`src/rtl/sum_acc_pkg.sv`:
```
// Shared types and default sizing for the block-sum accumulator.
`timescale 1ns/1ps
package sum_acc_pkg;

    typedef enum logic [1:0] {
        ST_IDLE  = 2'd0,
        ST_ACCUM = 2'd1,
        ST_HOLD  = 2'd2
    } state_e;

    localparam int DEF_DATA_W = 9;
    localparam int DEF_COUNT  = 8;

endpackage

```
`src/rtl/sum_accumulator.sv`:
```
// Accumulates COUNT unsigned adder sums per block, tracking the running max,
// and holds the block result until the downstream handshake completes.
`timescale 1ns/1ps
module sum_accumulator
    import sum_acc_pkg::*;
#(
    parameter int DATA_W = DEF_DATA_W,
    parameter int COUNT  = DEF_COUNT,
    parameter int ACC_W  = DATA_W + $clog2(COUNT)
) (
    input  logic              clk,
    input  logic              rst_n,
    input  logic              start,
    input  logic              clear,
    input  logic              in_valid,
    input  logic [DATA_W-1:0] in_sum,
    output logic              in_ready,
    output logic              out_valid,
    input  logic              out_ready,
    output logic [ACC_W-1:0]  out_total,
    output logic [DATA_W-1:0] out_max,
    output logic              busy
);

    localparam int              CNT_W = $clog2(COUNT + 1);
    localparam logic [CNT_W-1:0] LAST = CNT_W'(COUNT - 1);

    state_e            state_q, state_d;
    logic [ACC_W-1:0]  acc_q, acc_d;
    logic [CNT_W-1:0]  cnt_q, cnt_d;
    logic [DATA_W-1:0] max_q, max_d;
    logic              in_ready_q, out_valid_q, busy_q;
    logic              beat;

    assign beat = in_valid && in_ready_q;

    always_comb begin
        state_d = state_q;
        acc_d   = acc_q;
        cnt_d   = cnt_q;
        max_d   = max_q;
        case (state_q)
            ST_IDLE: begin
                if (start) begin
                    state_d = ST_ACCUM;
                    acc_d   = '0;
                    cnt_d   = '0;
                    max_d   = '0;
                end
            end
            ST_ACCUM: begin
                if (beat) begin
                    acc_d = acc_q + ACC_W'(in_sum);
                    cnt_d = cnt_q + CNT_W'(1);
                    max_d = (in_sum > max_q) ? in_sum : max_q;
                    if (cnt_q == LAST) state_d = ST_HOLD;
                end
            end
            ST_HOLD: begin
                if (out_ready) state_d = ST_IDLE;
            end
            default: state_d = ST_IDLE;
        endcase
        // Abort overrides everything, including a beat or start this cycle.
        if (clear) begin
            state_d = ST_IDLE;
            acc_d   = '0;
            cnt_d   = '0;
            max_d   = '0;
        end
    end

    // Handshake/status flags are registered from the next state so they
    // line up with state_q without any combinational decode on the outputs.
    always_ff @(posedge clk or negedge rst_n) begin
        if (!rst_n) begin
            state_q     <= ST_IDLE;
            acc_q       <= '0;
            cnt_q       <= '0;
            max_q       <= '0;
            in_ready_q  <= 1'b0;
            out_valid_q <= 1'b0;
            busy_q      <= 1'b0;
        end else begin
            state_q     <= state_d;
            acc_q       <= acc_d;
            cnt_q       <= cnt_d;
            max_q       <= max_d;
            in_ready_q  <= (state_d == ST_ACCUM);
            out_valid_q <= (state_d == ST_HOLD);
            busy_q      <= (state_d != ST_IDLE);
        end
    end

    assign in_ready  = in_ready_q;
    assign out_valid = out_valid_q;
    assign busy      = busy_q;
    assign out_total = acc_q;
    assign out_max   = max_q;

endmodule

```
`config.mk`:
```
export PLATFORM = sky130hd
export DESIGN_NAME = sum_accumulator
export DESIGN_NICKNAME = d
export VERILOG_FILES = /design/src/rtl/sum_acc_pkg.sv /design/src/rtl/sum_accumulator.sv
export SDC_FILE = /design/constraint.sdc
export NUM_CORES = 1
export LEC_CHECK = 0
export ABC_AREA = 1
export CAP_MARGIN = 20
export CORE_MARGIN = 5
export CORE_UTILIZATION = 47
export DETAILED_ROUTE_END_ITERATION = 10
export PLACE_DENSITY = 0.77
export SLEW_MARGIN = 10
export SYNTH_ARGS = -nofsm -noshare
export SYNTH_HDL_FRONTEND = slang
export SYNTH_SLANG_ARGS = --single-unit
```
`constraint.sdc`:
```
create_clock -name clk -period 1.59 [get_ports clk]
set_input_delay 0.318 -clock clk [delete_from_list [all_inputs] [get_ports clk]]
set_output_delay 0.318 -clock clk [all_outputs]
set_load 0.005 [all_outputs]
```
==> results.yml, run 1 <==
run_status:
  status: "finished, final reports clean"
clock_network:
  clk_latency_ns: 0.28
  cts_tree: "built"
  numCtsBuffers: 5
  hold_buffers: 0
  clk_pin_slew_ns: 0.07
  cts_root_buffer: "clkbuf_8"
  clock-sinks: 30
  htree_levels: 2
  cts_buffer_depth: 2
routing:
  routed_wl_mm: 6.27
  dr.pass1.iters: 4
  vias: 2080
  first_iter_violations: 174
  drc: 0
  vias_per_cell: 5.32
  ant_nets: 0
  drt-wirelength-per-cell_um: 16.0
logic_synthesis:
  ys_seq_elements: 30
  synth_area_per_cell_um2: 7.76
  ys_warn_count: 0
  syn-cell-area_um2: 1980
  synth_seq_area_share_pct: 37.9
  yosysTopAreaCell: "dfrtp_1"
  synth.area.top_cells: "dfrtp_1, nand2_1, ha_1"
  syn_inst: 255
  netlist.area_leader.share_pct: 37.9
  ys_types: 30
  syn_nets: 290
final_layout:
  postLayoutCellArea_um2: 3130
  nNetsFinal: 377
  finalNonFillerCells: 391
  syn_to_final_growth_pct: 58.1
  drive_gt1_share_pct: 30.8
  diodes: 0
place:
  io_buffers: 38
  dp_cells: 380
  placed_area_um2: 2710
  hpwl_mm: 4.06
  dpl_worst_slack_ns: -0.534
  place.gp.congestion: 0.906
floorplanning:
  top_level_ports: 39
  num_rows: 23
  start_util_pct: 49.1
  die_h_um: 74.9
  die_x_um: 74.9
  dieArea_um2: 5610
  core_area_um2: 4030
worst_hold_path:
  hold_path.class: "in2async"
setup_path:
  startpoint_type: "flop"
  rrSetupSlack_ns: 0.02
  crit_required_ns: 1.27
  r2r-start: "out_total[3]"
  worstRegToRegCells: 8
  setup.worst_path.start: "out_max[4]"
  crit_arrival_ns: 1.27
  end_kind: "primary output"
  cp_max_fo: 2
  worstSetupPathType: "reg2out"
  r2r_end: "out_total[7]"
  cp-endpoint: "out_max[4]"
grt:
  grt_max_degree: 31
  groute.usage.overall_pct: 22.3
  grt_pass1_vias: 2154
  antenna_found_initial: 0
  grt_overflow: 0
  grt_pass1_wl_mm: 9.40
sta:
  max-slew-margin-rel_pct: 73.1
  skew_ns: 0.00766
  tightest_slew_ns: 0.404
  setup_viol_count_final: 0
  setup_ws_ns: 0.00355
  finalHoldViolCount: 0
  fin_crit_sh_pct: 99.8
  tns_ns: 0
  final_max_slew_viol_count: 0
  whs_ns: 0.414
  layout_min_cycle_time_ns: 1.59
  rsz0062_at_grt: "true"
  max_freq_mhz: 630
job:
  maxCapViolCount: 0
pwr:
  powerDensity_nw_per_um2: 739
  leakage_nw: 1.69
  ir_drop_v: 0.000560
-- cells in the mapped netlist --
cell type,count
nand2_8,1
nand3_4,1
nand3b_1,1
xnor2_1,3
or3_4,1
nand2_1,83
o31ai_1,1
dfrtp_1,30
buf_2,1
nand2_2,5
o21ai_0,8
or2_1,1
nor2_8,1
inv_2,2
ha_1,19
o32ai_1,2
nand3_1,16
nor3_1,2
a21boi_0,1
a21o_1,1
inv_1,28
nor2_2,2
o21ai_1,4
a22o_1,2
a21oi_1,15
o21bai_1,2
nand4_1,2
nor2_1,16
inv_4,3
fa_1,1
-- area by class of cell --
class | count | area, um^2
multi-input combinational | 192 | 1390
fill | 264 | 900
sequential | 30 | 752
timing repair buffer | 80 | 716
inverter | 33 | 131
clock buffer | 6 | 82.6
tap | 50 | 62.6
-- cell families (layout without fill, tap and decap cells) --
group	count (synthesis)	after routing	share of synthesized area, %
compound gates	36	36	10.5
simple gates	132	133	30.3
flops	30	30	37.9
fa+ha+maj	20	20	13.0
buf+inv	34	119	6.89
xor+xnor	3	3	1.33
-- worst max-delay path, cell delays in order (launching register included) --
cell and delay [ns]:
dfrtp_1 0.36, buf_4 0.12, clkdlybuf4s50_1 0.50
-- power breakdown --
group          internal (W)  switching, W  total, W
registers          0.000820     0.0000462  0.000866
logic              0.000397      0.000431  0.000828
clock network      0.000333      0.000287  0.000620
-- per-stage QoR --
stage                     total power (W)  util [%]
after floorplan                   0.00120         -
after global placement            0.00152      67.1
after detailed placement          0.00154      67.1
after CTS                         0.00220      71.7
after global routing              0.00244      77.7
final                             0.00231      77.7
-- per-layer routing --
layer / part of all wire [%] / global-route usage [%]
met3: 5.2 / 6.01
met5: 0 / 0
met2: 51 / 39.1
met1: 42 / 25.4
met4: 1.9 / 9.29
-- cell usage in the layout, fill, tap and decap left out, types with 3 or more instances in the layout --
cell,netlist,final
clkdlybuf4s50_1,0,18
nor2_2,2,4
o21ai_1,4,6
inv_4,3,3
buf_4,0,40
nand2_4,0,6
inv_1,28,26
clkbuf_8,0,6
ha_1,19,7
nand3_1,16,11
dlygate4sd2_1,0,10
nand2_2,5,8
dfrtp_1,30,29
xnor2_1,3,3
nand2_1,83,75
ha_4,0,11
nand3_2,0,4
a21oi_2,0,4
dlymetal6s2s_1,0,10
a21oi_1,15,9
inv_2,2,4
nor2_1,16,12
o21ai_0,8,5
-- what timing repair did --
| item | in CTS | in global routing |
|---|---|---|
| endpoints found under the setup margin | 19 | 27 |
| gates resized for setup | 32 | 45 |
| setup buffers | 1 | 3 |
| gates cloned | 1 | 0 |
| pin swaps | 12 | 19 |
-- worst min-delay path by stage --
| stage | slack [ns] | to |
|---|---|---|
| finish | 0.41 | out_total[5] |
| floorplan | 0.02 | busy |
| global route | 0.46 | out_total[2] |
| detailed placement | 0.49 | cnt_q[3] |
| CTS | 0.43 | out_total[3] |
| global placement | 0.48 | cnt_q[3] |
-- state kept, by name (all words and copies together), names as in the netlist --
signal / count
state_q: 2
out_total: 12
busy: 1
cnt_q: 4
out_max: 9
out_valid: 1
in_ready: 1
No activity file was read; power rests on OpenSTA's default activity.
==> inputs of run 2 (changes only) <==
- CAP_MARGIN: 20 -> not set
- MAX_ROUTING_LAYER: not set -> met4
==> run 2 against run 1 <==
Largest power group unchanged. Largest cell class unchanged. Routed wire length increased by 0.11%. Critical path type unchanged. Combinational power about the same. Sequential share of layout area unchanged. Non-clock buffer count unchanged.
==> results.yml, run 2 (synthesized netlist as in run 1, its figures left out) <==
final_layout:
  mostFrequentLayoutCell: "nand2_1"
  diodes: 0
  fill_cells: 264
  nNetsFinal: 377
  drive_gt1_share_pct: 30.8
  layout_common_cells: "nand2_1, buf_4, dfrtp_1"
  largest_register_ffs: 12
  syn_to_final_growth_pct: 58.1
clock_network:
  cts_tree: "built"
  clock-sinks: 30
  cts_root_buffer: "clkbuf_8"
  clk_pin_slew_ns: 0.07
  cts_buffer_depth: 2
  numCtsBuffers: 5
  htree_levels: 2
  clk_latency_ns: 0.28
  hold_buffers: 0
floorplanning:
  dieArea_um2: 5610
  num_rows: 23
  die_x_um: 74.9
  top_level_ports: 39
  die_h_um: 74.9
  start_util_pct: 49.1
  core_area_um2: 4030
sta:
  final_max_slew_viol_count: 0
  skew_ns: 0.00768
  max_freq_mhz: 630
  max-slew-margin-rel_pct: 73.1
  whs_ns: 0.414
  tightest_slew_ns: 0.404
  fin_crit_sh_pct: 99.8
  layout_min_cycle_time_ns: 1.59
  tns_ns: 0
  rsz0062_at_grt: "true"
  finalHoldViolCount: 0
  setup_viol_count_final: 0
pwr:
  ir_drop_v: 0.000560
  leakage_nw: 1.69
  powerDensity_nw_per_um2: 740
grt:
  grt_pass1_vias: 2153
  grt_overflow: 0
  grt_pass1_wl_mm: 9.41
  grt_max_degree: 31
  antenna_found_initial: 0
  groute.usage.overall_pct: 23.0
setup_path:
  worst-path-buf-inv: 2
  end_kind: "primary output"
  startpoint_type: "flop"
  crit_arrival_ns: 1.27
  cp_max_fo: 2
  worstSetupPathType: "reg2out"
  r2r-start: "out_total[3]"
  rrSetupSlack_ns: 0.02
  setup.worst_path.start: "out_max[4]"
  crit_chain: "buf_4 > clkdlybuf4s50_1"
  cp-endpoint: "out_max[4]"
  cp_slowest_cell: "clkdlybuf4s50_1"
  cp.depth: 2
  slowest_delay_ns: 0.50
  r2r_end: "out_total[7]"
  worstRegToRegCells: 8
  crit_required_ns: 1.27
  crit_family: "buffers and inverters"
place:
  hpwl_mm: 4.06
  place.gp.congestion: 0.921
  io_buffers: 38
routing:
  routed_wl_mm: 6.28
  vias: 2091
  drc: 0
  ant_nets: 0
  dr.pass1.iters: 4
  first_iter_violations: 186
  drt-wirelength-per-cell_um: 16.0
  vias_per_cell: 5.35
job:
  maxCapViolCount: 0
run_status:
  status: "finished, final reports clean"
worst_hold_path:
  hold_path.class: "in2async"
-- run 2: power by group --
group          leakage [nW]  switching (W)  internal, W
Combinational          1.24       0.000432     0.000397
Sequential            0.408      0.0000461     0.000820
Clock                0.0431       0.000287     0.000333
-- run 2: area by class of cell --
type	count	area [um^2]	area share [%]
Tap cell	50	62.6	2.00
Multi-Input combinational cell	192	1390	44.3
Timing Repair Buffer	80	716	22.9
Clock buffer	6	82.6	2.64
Sequential cell	30	752	24.0
Inverter	33	131	4.20
-- run 2: layer usage --
layer  up-vias  track usage [%]  routed length [um]
li1       1000                -                   -
met1      1011             25.5                2630
met2        68             39.0                3200
met3        12             6.01                 329
met4         0             9.29                 119
met5         -                -                   0
-- run 2: worst register-to-register path, cell delays in order, from the launching register on --
cell     delay [ns]
dfrtp_1        0.39
buf_6          0.12
ha_4           0.31
nand2_4        0.08
buf_4          0.13
nor2_1         0.09
nand2_1        0.09
a21oi_1        0.16
o21ai_1        0.08
-- run 2: per-stage QoR --
| step | instances | setup WS [ns] | power [W] | util (%) | instance area [um^2] |
|---|---|---|---|---|---|
| CTS | 388 | -0.0121 | 0.00220 | 71.7 | 2890 |
| global route | 391 | -0.0689 | 0.00244 | 77.7 | 3130 |
| finish | 391 | 0.00343 | 0.00231 | 77.7 | 3130 |
| global placement | 380 | -0.507 | 0.00152 | 67.1 | 2710 |
| detailed placement | 380 | -0.534 | 0.00154 | 67.1 | 2710 |
| floorplan | 255 | 0.0262 | 0.00120 | - | 1980 |
-- run 2: timing repair --
| action | in CTS | in global routing |
|---|---|---|
| setup endpoints to repair | 19 | 27 |
| pin swaps | 12 | 19 |
| gates cloned | 1 | 0 |
| setup buffers | 1 | 3 |
| gates resized for setup | 32 | 45 |
-- run 2: how the worst min path moves through the flow --
stage | slack [ns] | endpoint | cells past startpoint | from
global placement | 0.48 | cnt_q[3] | 1 | cnt_q[3]
detailed placement | 0.49 | cnt_q[3] | 1 | cnt_q[3]
floorplan | 0.02 | busy | 0 | rst_n
global route | 0.46 | out_total[2] | 2 | rst_n
CTS | 0.43 | out_total[3] | 2 | rst_n
finish | 0.41 | out_total[5] | 2 | rst_n
==> inputs of run 3 (changes only) <==
- CORE_UTILIZATION: 47 -> 45
- PLACE_DENSITY: 0.77 -> 0.74
==> run 3 against run 2 <==
The flow now finishes with violations (setup timing). Clock-buffer cell count increased by 1. Die area increased by 3.8%. Register-to-register slack got worse by 0.03 ns. Final area decreased by 1.2%. Critical path depth increased by 9. Core utilization decreased by 6.2 points. Routed wire length decreased by 14%. Clock skew decreased by 0.0025 ns. Cell count increased by 0.77%. Critical endpoint is now out_max[8]. Largest power group unchanged.
==> results.yml, run 3 (synthesized netlist as in run 1, its figures left out) <==
sta:
  max_freq_mhz: 626
  rsz0062_at_grt: "true"
  finalHoldViolCount: 0
  setup_viol_count_final: 1
  skew_ns: 0.00522
  tightest_slew_ns: 0.388
  layout_min_cycle_time_ns: 1.60
  max-slew-margin-rel_pct: 74.1
  whs_ns: 0.420
  fin_crit_sh_pct: 100
  final_max_slew_viol_count: 0
  setup_ws_ns: -0.00681
routing:
  routed_wl_mm: 5.39
  drc: 0
  dr.pass1.iters: 4
  drt-wirelength-per-cell_um: 13.7
  first_iter_violations: 63
  vias: 1979
  vias_per_cell: 5.02
  ant_nets: 0
final_layout:
  mostFrequentLayoutCell: "nand2_1"
  layout_common_cells: "nand2_1, buf_4, dfrtp_1"
  drive_gt1_share_pct: 31.6
  largest_register_ffs: 12
  fill_cells: 327
  syn_to_final_growth_pct: 56.2
  nNetsFinal: 376
  diodes: 0
floorplanning:
  die_h_um: 76.3
  core_area_um2: 4320
  dieArea_um2: 5820
  top_level_ports: 39
  num_rows: 24
  start_util_pct: 45.8
  die_x_um: 76.3
clock_network:
  cts_root_buffer: "clkbuf_8"
  clk_latency_ns: 0.29
  htree_levels: 2
  hold_buffers: 0
  numCtsBuffers: 5
  clock-sinks: 30
  cts_tree: "built"
  cts_buffer_depth: 2
  clk_pin_slew_ns: 0.07
setup_path:
  rrSetupSlack_ns: -0.007
  r2r_end: "out_max[8]"
  r2r-start: "out_max[7]"
  worstSetupPathType: "reg2reg"
  crit_required_ns: 1.77
  cp_max_fo: 5
  worstRegToRegCells: 11
  cp-endpoint: "out_max[8]"
  setup.worst_path.start: "out_max[7]"
  startpoint_type: "flop"
  end_kind: "flop"
  crit_arrival_ns: 1.78
pwr:
  leakage_nw: 1.67
  powerDensity_nw_per_um2: 740
  ir_drop_v: 0.000536
  total_power_w: 0.00229
place:
  hpwl_mm: 3.88
  place.gp.congestion: 0.875
  io_buffers: 38
job:
  maxCapViolCount: 0
run_status:
  status: "complete, but fails checks"
  violations: "setup timing"
grt:
  grt_overflow: 0
  groute.usage.overall_pct: 18.7
  antenna_found_initial: 0
  grt_pass1_vias: 1941
  grt_pass1_wl_mm: 8.66
  grt_max_degree: 31
worst_hold_path:
  hold_path.class: "in2async"
run 3: changes by cell type in the layout (fill, tap and decap cells not counted), moves of 2 or more:
| cell | change |
|---|---|
| a21oi_4 | -2 |
| a21oi_2 | +2 |
| buf_4 | -2 |
| nor2_1 | +2 |
| inv_1 | -3 |
| nand2_1 | -4 |
| inv_2 | +3 |
| nand2_2 | +5 |
| nand3_1 | +2 |
run 3: final cells by class:
| cell class | instances | area (um^2) | area share (%) |
|---|---|---|---|
| multi-input cells | 192 | 1340 | 43.4 |
| flip-flops and latches | 30 | 752 | 24.3 |
| repair buffers | 79 | 709 | 22.9 |
| inverters | 33 | 131 | 4.25 |
| clock buffers | 7 | 86.3 | 2.79 |
| well taps | 52 | 65.1 | 2.10 |
| clock inverters | 1 | 5.00 | 0.162 |
run 3: power breakdown:
part,switching [W],internal (W)
combinational,0.000399,0.000383
sequential,0.0000401,0.000820
clock,0.000298,0.000349
run 3: per-layer routing:
metal / global-route usage, % / wire [um] / up-vias / share of wire, %
met4: 7.52 / 129 / 0 / 2.4
met5: - / 0 / - / 0
met3: 4.85 / 179 / 13 / 3.3
met1: 23.1 / 2390 / 921 / 44
met2: 29.1 / 2700 / 40 / 50
li1: - / - / 1005 / -
run 3: critical path, stage by stage (launching register included):
cell      delay [ns]
dfrtp_1         0.35
inv_1           0.07
ha_4            0.28
nand2_4         0.06
nor2_4          0.12
nand3b_1        0.09
nand3_1         0.10
nand2_2         0.12
nand2_4         0.11
nand2_4         0.08
nand2_2         0.08
nand2_2         0.04
run 3: worst min path at each step:
stage | start | end | slack, ns | cells after the start
2_1_floorplan | rst_n | busy | 0.02 | 0
3_3_place_gp | cnt_q[3] | cnt_q[3] | 0.47 | 1
3_5_place_dp | cnt_q[3] | cnt_q[3] | 0.50 | 1
4_1_cts | rst_n | out_valid | 0.43 | 2
5_1_grt | rst_n | out_total[1] | 0.47 | 2
6_report | rst_n | out_total[10] | 0.42 | 2
run 3: through the flow:
step	cells	worst slack, ns	area, um^2	utilization, %	setup TNS (ns)
after floorplan	255	0.0262	1980	-	0
after global placement	382	-0.456	2710	62.6	-8.46
after detailed placement	382	-0.525	2710	62.6	-9.42
after CTS	393	0.000128	2870	66.3	0
after global routing	394	-0.0888	3090	71.5	-0.785
final	394	-0.00681	3090	71.5	-0.00681
run 3: what timing repair did:
item,in CTS,in global routing
buffers inserted,2,1
cloned,1,0
pin swaps,10,16
endpoints found under the setup margin,20,26
gates resized for setup,24,52
